<file path="src/rtl/trap_ctrl.sv">
// Machine-mode trap sequencer: picks the oldest pipeline exception (or mret), then
// runs FLUSH -> COMMIT -> REDIRECT, writing mepc/mcause/mtval and steering fetch.
module trap_ctrl #(
  parameter int N = 64
) (
  input  logic         clk,
  input  logic         reset_n,
  input  logic [3:0]   exceptF,
  input  logic [N-1:0] pcF,
  input  logic [2:0]   exceptD,
  input  logic         mretD,
  input  logic [N-1:0] pcD,
  input  logic [5:0]   exceptM,
  input  logic [N-1:0] pcM,
  input  logic [N-1:0] addrM,
  input  logic [N-1:0] mtvec,
  input  logic         fetchReady,
  output logic         stall,
  output logic         flush,
  output logic         redirectValid,
  output logic [N-1:0] pcRedirect,
  output logic [N-1:0] mepc,
  output logic [N-1:0] mtval,
  output logic [N-1:0] mcause,
  output logic         inTrap
);

  typedef enum logic [1:0] {IDLE, FLUSH, COMMIT, REDIRECT} state_t;

  state_t         state;
  logic           kind_mret;
  logic [3:0]     cause_q;
  logic [N-1:0]   epc_q;
  logic [N-1:0]   tval_q;

  logic           any_exc;
  logic [3:0]     cause_d;
  logic [N-1:0]   epc_d;
  logic [N-1:0]   tval_d;

  // Oldest stage wins (M > D > F); within a stage the fixed cause priority applies.
  // NOTE: every always_comb output gets a default first so no latch is inferred.
  always_comb begin
    any_exc = (|exceptM) || (|exceptD) || (|exceptF);
    cause_d = 4'd0;
    epc_d   = '0;
    tval_d  = '0;
    if (|exceptM) begin
      epc_d  = pcM;
      tval_d = addrM;
      if      (exceptM[0]) cause_d = 4'd4;
      else if (exceptM[2]) cause_d = 4'd5;
      else if (exceptM[4]) cause_d = 4'd13;
      else if (exceptM[1]) cause_d = 4'd6;
      else if (exceptM[3]) cause_d = 4'd7;
      else                 cause_d = 4'd15;
    end else if (|exceptD) begin
      epc_d = pcD;
      if      (exceptD[0]) cause_d = 4'd2;
      else if (exceptD[1]) cause_d = 4'd3;
      else                 cause_d = 4'd11;
    end else if (|exceptF) begin
      epc_d  = pcF;
      tval_d = pcF;
      if      (exceptF[3]) cause_d = 4'd3;
      else if (exceptF[2]) cause_d = 4'd12;
      else if (exceptF[1]) cause_d = 4'd1;
      else                 cause_d = 4'd0;
    end
  end

  // Outputs are registered alongside the state so nothing combinational reaches a port.
  // NOTE: sequential state uses non-blocking assignments only.
  always_ff @(posedge clk or negedge reset_n) begin
    if (!reset_n) begin
      state         <= IDLE;
      kind_mret     <= 1'b0;
      cause_q       <= 4'd0;
      epc_q         <= '0;
      tval_q        <= '0;
      stall         <= 1'b0;
      flush         <= 1'b0;
      redirectValid <= 1'b0;
      inTrap        <= 1'b0;
      pcRedirect    <= '0;
      mepc          <= '0;
      mcause        <= '0;
      mtval         <= '0;
    end else begin
      case (state)
        IDLE: begin
          if (any_exc || mretD) begin
            state     <= FLUSH;
            kind_mret <= !any_exc;
            cause_q   <= cause_d;
            epc_q     <= epc_d;
            tval_q    <= tval_d;
            stall     <= 1'b1;
            flush     <= 1'b1;
            inTrap    <= 1'b1;
          end
        end
        FLUSH: begin
          if (kind_mret) begin
            state         <= REDIRECT;
            flush         <= 1'b0;
            redirectValid <= 1'b1;
            pcRedirect    <= mepc;
          end else begin
            state <= COMMIT;
          end
        end
        COMMIT: begin
          mepc          <= {epc_q[N-1:2], 2'b00};
          mcause        <= {{(N-4){1'b0}}, cause_q};
          mtval         <= tval_q;
          state         <= REDIRECT;
          flush         <= 1'b0;
          redirectValid <= 1'b1;
          pcRedirect    <= {mtvec[N-1:2], 2'b00};
        end
        REDIRECT: begin
          if (fetchReady) begin
            state         <= IDLE;
            stall         <= 1'b0;
            inTrap        <= 1'b0;
            redirectValid <= 1'b0;
          end
        end
        default: state <= IDLE;
      endcase
    end
  end

endmodule

</file>
<file path="config.mk">
export PLATFORM = sky130hd
export DESIGN_NAME = trap_ctrl
export DESIGN_NICKNAME = d
export VERILOG_FILES = /design/src/rtl/trap_ctrl.sv
export SDC_FILE = /design/constraint.sdc
export NUM_CORES = 1
export LEC_CHECK = 0
export BUFFER_PORTS_ARGS = -buffer_cell sky130_fd_sc_hd__buf_4
export CAP_MARGIN = 20
export CORE_AREA = 2 2 234 236
export CTS_CLUSTER_DIAMETER = 200
export CTS_CLUSTER_SIZE = 8
export DETAILED_ROUTE_END_ITERATION = 10
export DIE_AREA = 0 0 236 238
export PLACE_DENSITY = 0.56
export SYNTH_ARGS = -nofsm -noshare
export SYNTH_HDL_FRONTEND = slang
export SYNTH_SLANG_ARGS = --single-unit
</file>
<file path="constraint.sdc">
create_clock -name clk -period 2.3 [get_ports clk]
set_input_delay 0.23 -clock clk [delete_from_list [all_inputs] [get_ports clk]]
set_output_delay 0.23 -clock clk [all_outputs]
set_load 0.02 [all_outputs]
</file>
==> results.ini, run 1 <==
[run]
cap_violations = 0

[sta]
rsz0062_at_grt = false
finalClockSkew_ns = 0.0178
timing.setup.tns_ns = 0
min_period_ns = 2.06
worst_slew_pin_slew_ns = 0.613
fmaxAchievable_ghz = 0.485
relSlewSlack_pct = 59.2
min_period_over_period_pct = 89.7
hold_viol = 0
setup_viol = 0
slew_violations = 0

[global_routing]
grt_pass1_vias = 13900
grt_pass1_wl_um = 80100
globalRouteTotalUtil_pct = 18.1
grt_overflow = 0
grt_max_degree = 65
antenna_found_initial = 0

[layout]
design_area_um2 = 24100
n_antenna_cell = 0
final_cell_mix = buf_4 (556), dfrtp_1 (328), dlygate4sd3_1 (252), nand2_1 (193), mux2_2 (131)
final_nets = 2446
area_delta_synth_final_pct = 57.6
layout.cells.non_filler = 2802
layout_commonest_cell = buf_4
post-route-util_pct = 45.1
drive_above_1_share_pct = 42.9

[critical_path]
cp-end-kind = flop
rr_worst_depth = 7
arrival_ns = 2.53
critical_path.max_fanout = 50
startpoint_type = input port
criticalPathCategory = in2reg
crit_required_ns = 2.76

[detailed_routing]
viasPerCell = 4.71
drtAntennaViolNets = 0
dr.first_iter.drc_count = 639
wirelength_um = 51800
post_drt_wl_per_cell_um = 18.5
drcViolationCount = 0
first_pass_iters = 5
vias = 13200

[synth]
synth_top_area_share_pct = 53.7
netlist_area_um2 = 15300
ys_types = 36
ys_warn_count = 0
netlist_instances = 1318
synth_seq_cells = 328
synth_area_leaders = dfrtp_1 (54%), mux2_2 (9.6%), a22oi_2 (4.9%)
avgSynthCellArea_um2 = 11.6
seq_area_frac_synth_pct = 53.7
synth_top_cell_by_area = dfrtp_1

[die]
coreArea_um2 = 53500
dieWidth_um = 236
fp-row-count = 85
fp.dieH_um = 238
io_pins = 597
start_util_pct = 28.6
dieArea_um2 = 56200

[clock_tree]
cts_root_buf = clkbuf_16
htree_levels = 2
tritoncts = done
clkLatencyLatePin_ns = 0.55
cts-buffers-inserted = 46
cts_setup_buffers = 0
clk_path_buf_depth = 3
clk_pin_slew_worst_paths_ns = 0.05
cts_sinks = 328

[pwr]
peakVddDrop_uv = 779
p_leak_nw = 11.1
power_density_nw_per_um2 = 1290

[worst_hold_path]
hold_depth = 3
holdCritPathClass = in2reg

[placed_design]
dpl.hpwl_um = 37100
placed_area_um2 = 20400
port_buffers = 526
dp.cells = 2501
gp_congestion = 0.847

[status]
status = complete, no violations

==> critical path, stage by stage <==
cell and delay [ns]:
buf_4 0.12, or3_2 0.62, nor4_4 0.26, buf_12 0.38, a22oi_2 0.11, dlygate4sd3_1 0.62
o21ai_2 0.12
==> routing by layer <==
metal  wire (µm)  part of all wire, %  up-vias  global-route usage [%]
met3        2960                  5.7       89                    3.66
li1            -                    -     6178                       -
met5           0                    0        -                       0
met1       21400                   41     6485                    22.3
met2       26200                   51      435                    31.6
met4        1250                  2.4        0                    5.93
==> through the flow <==
step	worst slack [ns]	hold slack, ns	total power, mW
global route	0.0726	0.0204	33.1
floorplan	0.439	-0.0656	18.5
detailed placement	0.199	0.250	24.9
finish	0.237	0.0408	31.1
CTS	0.172	0.000845	31.5
global placement	0.262	0.243	24.6
==> kinds of logic after synthesis <==
| logic type | after synthesis | synth area share (%) |
|---|---|---|
| adders and majority gates | 4 | 0.327 |
| and+or+nand+nor | 280 | 7.39 |
| buffers and inverters | 173 | 6.56 |
| AOI/OAI and AO/OA | 337 | 18.2 |
| muxes | 195 | 13.8 |
| DFF | 328 | 53.7 |
| other | 1 | 0.0245 |
==> flip-flops by register name, summed over array words and instances, names as in the netlist, 2 cells and up <==
name,count
mtval,64
tval_q,64
epc_q,62
mepc,62
pcRedirect,62
cause_q,4
mcause,4
state,2
==> where the power goes <==
part | internal (mW) | switching [mW] | leakage, nW
sequential | 8.71 | 1.81 | 4.04
combinational | 6.97 | 7.51 | 6.48
clock | 3.69 | 2.40 | 0.604
==> final cells by class <==
type	instances	area, µm²
fill	4922	29400
sequential	328	8210
timing repair buffer	843	7390
multi-input combinational	880	6380
clock buffer	49	1230
tap	696	871
inverter	6	22.5
==> cells in the mapped netlist <==
library cell and number:
nand3_1 1, mux2i_1 64, nor3_1 3, a22oi_1 5
o21ai_0 75, nor4_4 2, o21ai_2 60, a41o_1 1
o31a_1 1, buf_1 6, mux2_2 131, dfrtp_1 328
a221oi_1 62, buf_2 31, buf_6 6, nor2_2 1
nand2b_1 3, clkbuf_2 6, a21oi_1 5, buf_4 70
conb_1 1, ha_1 4, a21o_1 1, nor4_1 1
inv_1 6, a22oi_2 60, nand4_1 1, o31ai_1 65
a211oi_1 1, clkbuf_1 48, a31oi_1 1, nand2_1 194
nor2b_1 3, or3_4 2, or3_1 1, nor2_1 68
==> worst paths after layout <==
check / startpoint / end / slack (ns)
hold reg to reg: cause_q[3]$_DFFE_PN0P_ / cause_q[3]$_DFFE_PN0P_ / 0.47
hold / removal: pcD[50] / epc_q[50]$_DFFE_PN0P_ / 0.04
setup reg to reg: state[0]$_DFFE_PN0P_ / epc_q[34]$_DFFE_PN0P_ / 0.24
max in group asynchronous: reset_n / mepc[50]$_DFFE_PN0P_ / 1.24
setup / recovery: exceptD[1] / tval_q[22]$_DFFE_PN0P_ / 0.24
min in group asynchronous: reset_n / epc_q[7]$_DFFE_PN0P_ / 0.25
==> what timing repair did <==
action / CTS / global route
endpoints found under the hold margin: 237 / 0
resized for setup: 0 / 1
hold buffers: 252 / 0
endpoints found under the setup margin: 0 / 1
Power figures use the tool's default switching activity.
==> inputs of run 2 (changes only) <==
- GPL_TIMING_DRIVEN: unset -> 0
- PLACE_DENSITY: 0.56 -> 0.58
==> run 2 against run 1 <==
  * Global-route usage increased by 2.9 points
  * Sequential cell count unchanged
  * Largest power group unchanged
  * Core utilization increased by 0.47 points
  * Critical path depth unchanged
  * First-iteration DRC count increased by 9.1%
  * Combinational power about the same
  * Hold slack got worse by 0.014 ns
  * Die area unchanged
  * Register-to-register slack got worse by 0.09 ns
  * Worst setup slack got worse by 0.095 ns
  * Total power increased by 0.51%
==> results.ini, run 2 (same netlist as run 1, synthesis figures left out) <==
[status]
status = complete, no violations

[global_routing]
met1_usage_pct = 25.7
use_met2_pct = 37.1
busiest_layer = met2
grt_pass1_vias = 15000
grt_max_degree = 121
grt_pass1_wl_um = 90600
grt_use_met3_pct = 3.82
grt_overflow = 0
globalRouteTotalUtil_pct = 21.0
antenna_found_initial = 2

[critical_path]
r2r-start = state[0]$_DFFE_PN0P_
ff2ff_setup_slack_ns = 0.15
cp-end-kind = flop
r2r_end = mtval[58]$_DFFE_PN0P_
crit_required_ns = 2.76
worstPathCellList = buf_4, or3_1, buf_2, nor2_2, buf_2, a221oi_1, o31ai_1
arrival_ns = 2.62
startpoint_type = input port
crit_family = simple AND/OR/NAND/NOR gates
criticalPathCategory = in2reg
cp_slowest_cell = nor2_2
critical_path.max_fanout = 10
cp_num_buf_inv = 3
cpMostUsedCell = buf_2
rr_worst_depth = 6
crit_path_max_incr_delay_ns = 0.74

[layout]
final_cell_mix = buf_4 (599), dfrtp_1 (328), dlygate4sd3_1 (255), nand2_1 (194), mux2_2 (131)
fill_cells = 4983
layout.cells.non_filler = 2917
drive_above_1_share_pct = 44.6
top_regs = mtval: 64 flops, tval_q: 64 flops
final_nets = 2560
design_area_um2 = 24400
area_delta_synth_final_pct = 59.2
layout_commonest_cell = buf_4

[detailed_routing]
viasPerCell = 4.79
drtAntennaViolNets = 0
first_pass_iters = 5
dr.first_iter.drc_count = 697
wirelength_um = 60300
post_drt_wl_per_cell_um = 20.7
vias = 14000
drcViolationCount = 0

[clock_tree]
clk_pin_slew_worst_paths_ns = 0.05
cts_sinks = 328
clkLatencyLatePin_ns = 0.57
htree_levels = 2
cts_root_buf = clkbuf_16
tritoncts = done
clk_path_buf_depth = 3
cts-buffers-inserted = 46

[placed_design]
gp_congestion = 0.932
dp.cells = 2611
port_buffers = 526
placed_area_um2 = 20500
dpl.hpwl_um = 45200

[sta]
finalClockSkew_ns = 0.0241
slew_violations = 0
rsz0062_at_grt = false
fmaxAchievable_ghz = 0.463
min_period_over_period_pct = 93.9
setup_viol = 0
worst_slew_pin_slew_ns = 0.907
hold_viol = 0
min_period_ns = 2.16
timing.setup.tns_ns = 0
relSlewSlack_pct = 39.5

[run]
cap_violations = 0

[die]
dieWidth_um = 236
fp.dieH_um = 238
coreArea_um2 = 53500
start_util_pct = 28.6
dieArea_um2 = 56200
fp-row-count = 85
io_pins = 597

[worst_hold_path]
holdCritPathClass = in2reg
hp-start = mtvec[57]
hold_end = pcRedirect[57]$_DFFE_PN0P_
hold_depth = 3

[pwr]
p_leak_nw = 11.4
peakVddDrop_uv = 712
power_density_nw_per_um2 = 1280
p_total_mw = 31.2

==> run 2: layout make-up <==
type | instances | area (µm²) | area share, %
clock buffer | 46 | 1150 | 4.73
buffer | 166 | 1040 | 4.27
tap | 696 | 871 | 3.58
multi-input combinational | 880 | 6340 | 26.1
inverter | 6 | 22.5 | 0.0925
clock inverter | 3 | 33.8 | 0.139
timing repair buffer | 791 | 6680 | 27.4
sequential | 328 | 8210 | 33.7
antenna | 1 | 2.50 | 0.0103
==> run 2: worst max-delay path by stage <==
stage,from,to,slack [ns],cells after the start
2_1_floorplan,state[0]$_DFFE_PN0P_,pcRedirect[3]$_DFFE_PN0P_,0.44,6
3_3_place_gp,reset_n,epc_q[37]$_DFFE_PN0P_,-2.09,1
3_5_place_dp,state[1]$_DFFE_PN0P_,pcRedirect[47]$_DFFE_PN0P_,-0.83,8
4_1_cts,state[0]$_DFFE_PN0P_,epc_q[54]$_DFFE_PN0P_,0.003,8
5_1_grt,state[0]$_DFFE_PN0P_,epc_q[51]$_DFFE_PN0P_,0.005,8
6_report,exceptD[1],epc_q[33]$_DFFE_PN0P_,0.14,7
==> run 2: worst reg2reg max path, stage by stage, from the launching register on <==
cell      delay, ns
dfrtp_1        0.43
inv_1          0.12
ha_1           0.27
clkbuf_2       0.25
buf_16         0.20
clkbuf_2       0.35
mux2_2         0.39
==> run 2: where the power goes <==
part / total [mW] / switching (mW) / internal (mW)
registers: 10.6 / 1.86 / 8.71
logic: 14.7 / 8.15 / 6.57
clock network: 5.96 / 2.45 / 3.51
==> run 2: per-stage QoR <==
stage | setup slack [ns] | hold slack [ns] | utilization, %
floorplan | 0.439 | -0.0656 | -
global placement | -2.09 | 0.454 | 38.0
detailed placement | -0.831 | 0.325 | 38.4
CTS | 0.00326 | 0.00182 | 45.4
global route | 0.00538 | 0.0238 | 45.5
finish | 0.141 | 0.0269 | 45.5
==> run 2: metal layers <==
layer  vias to the layer above  part of all wire, %
met1                      6967                   41
met4                         0                  2.9
li1                       6398                    -
met2                       515                   50
met3                       106                  5.8
met5                         -                    0
==> run 2: timing repair <==
| action | 4_1_cts | 5_1_grt |
|---|---|---|
| setup buffers | 0 | 2 |
| setup endpoints to repair | 291 | 255 |
| endpoints found under the hold margin | 274 | 0 |
| pin swaps | 0 | 1 |
| resized for setup | 33 | 18 |
| hold buffers | 255 | 0 |
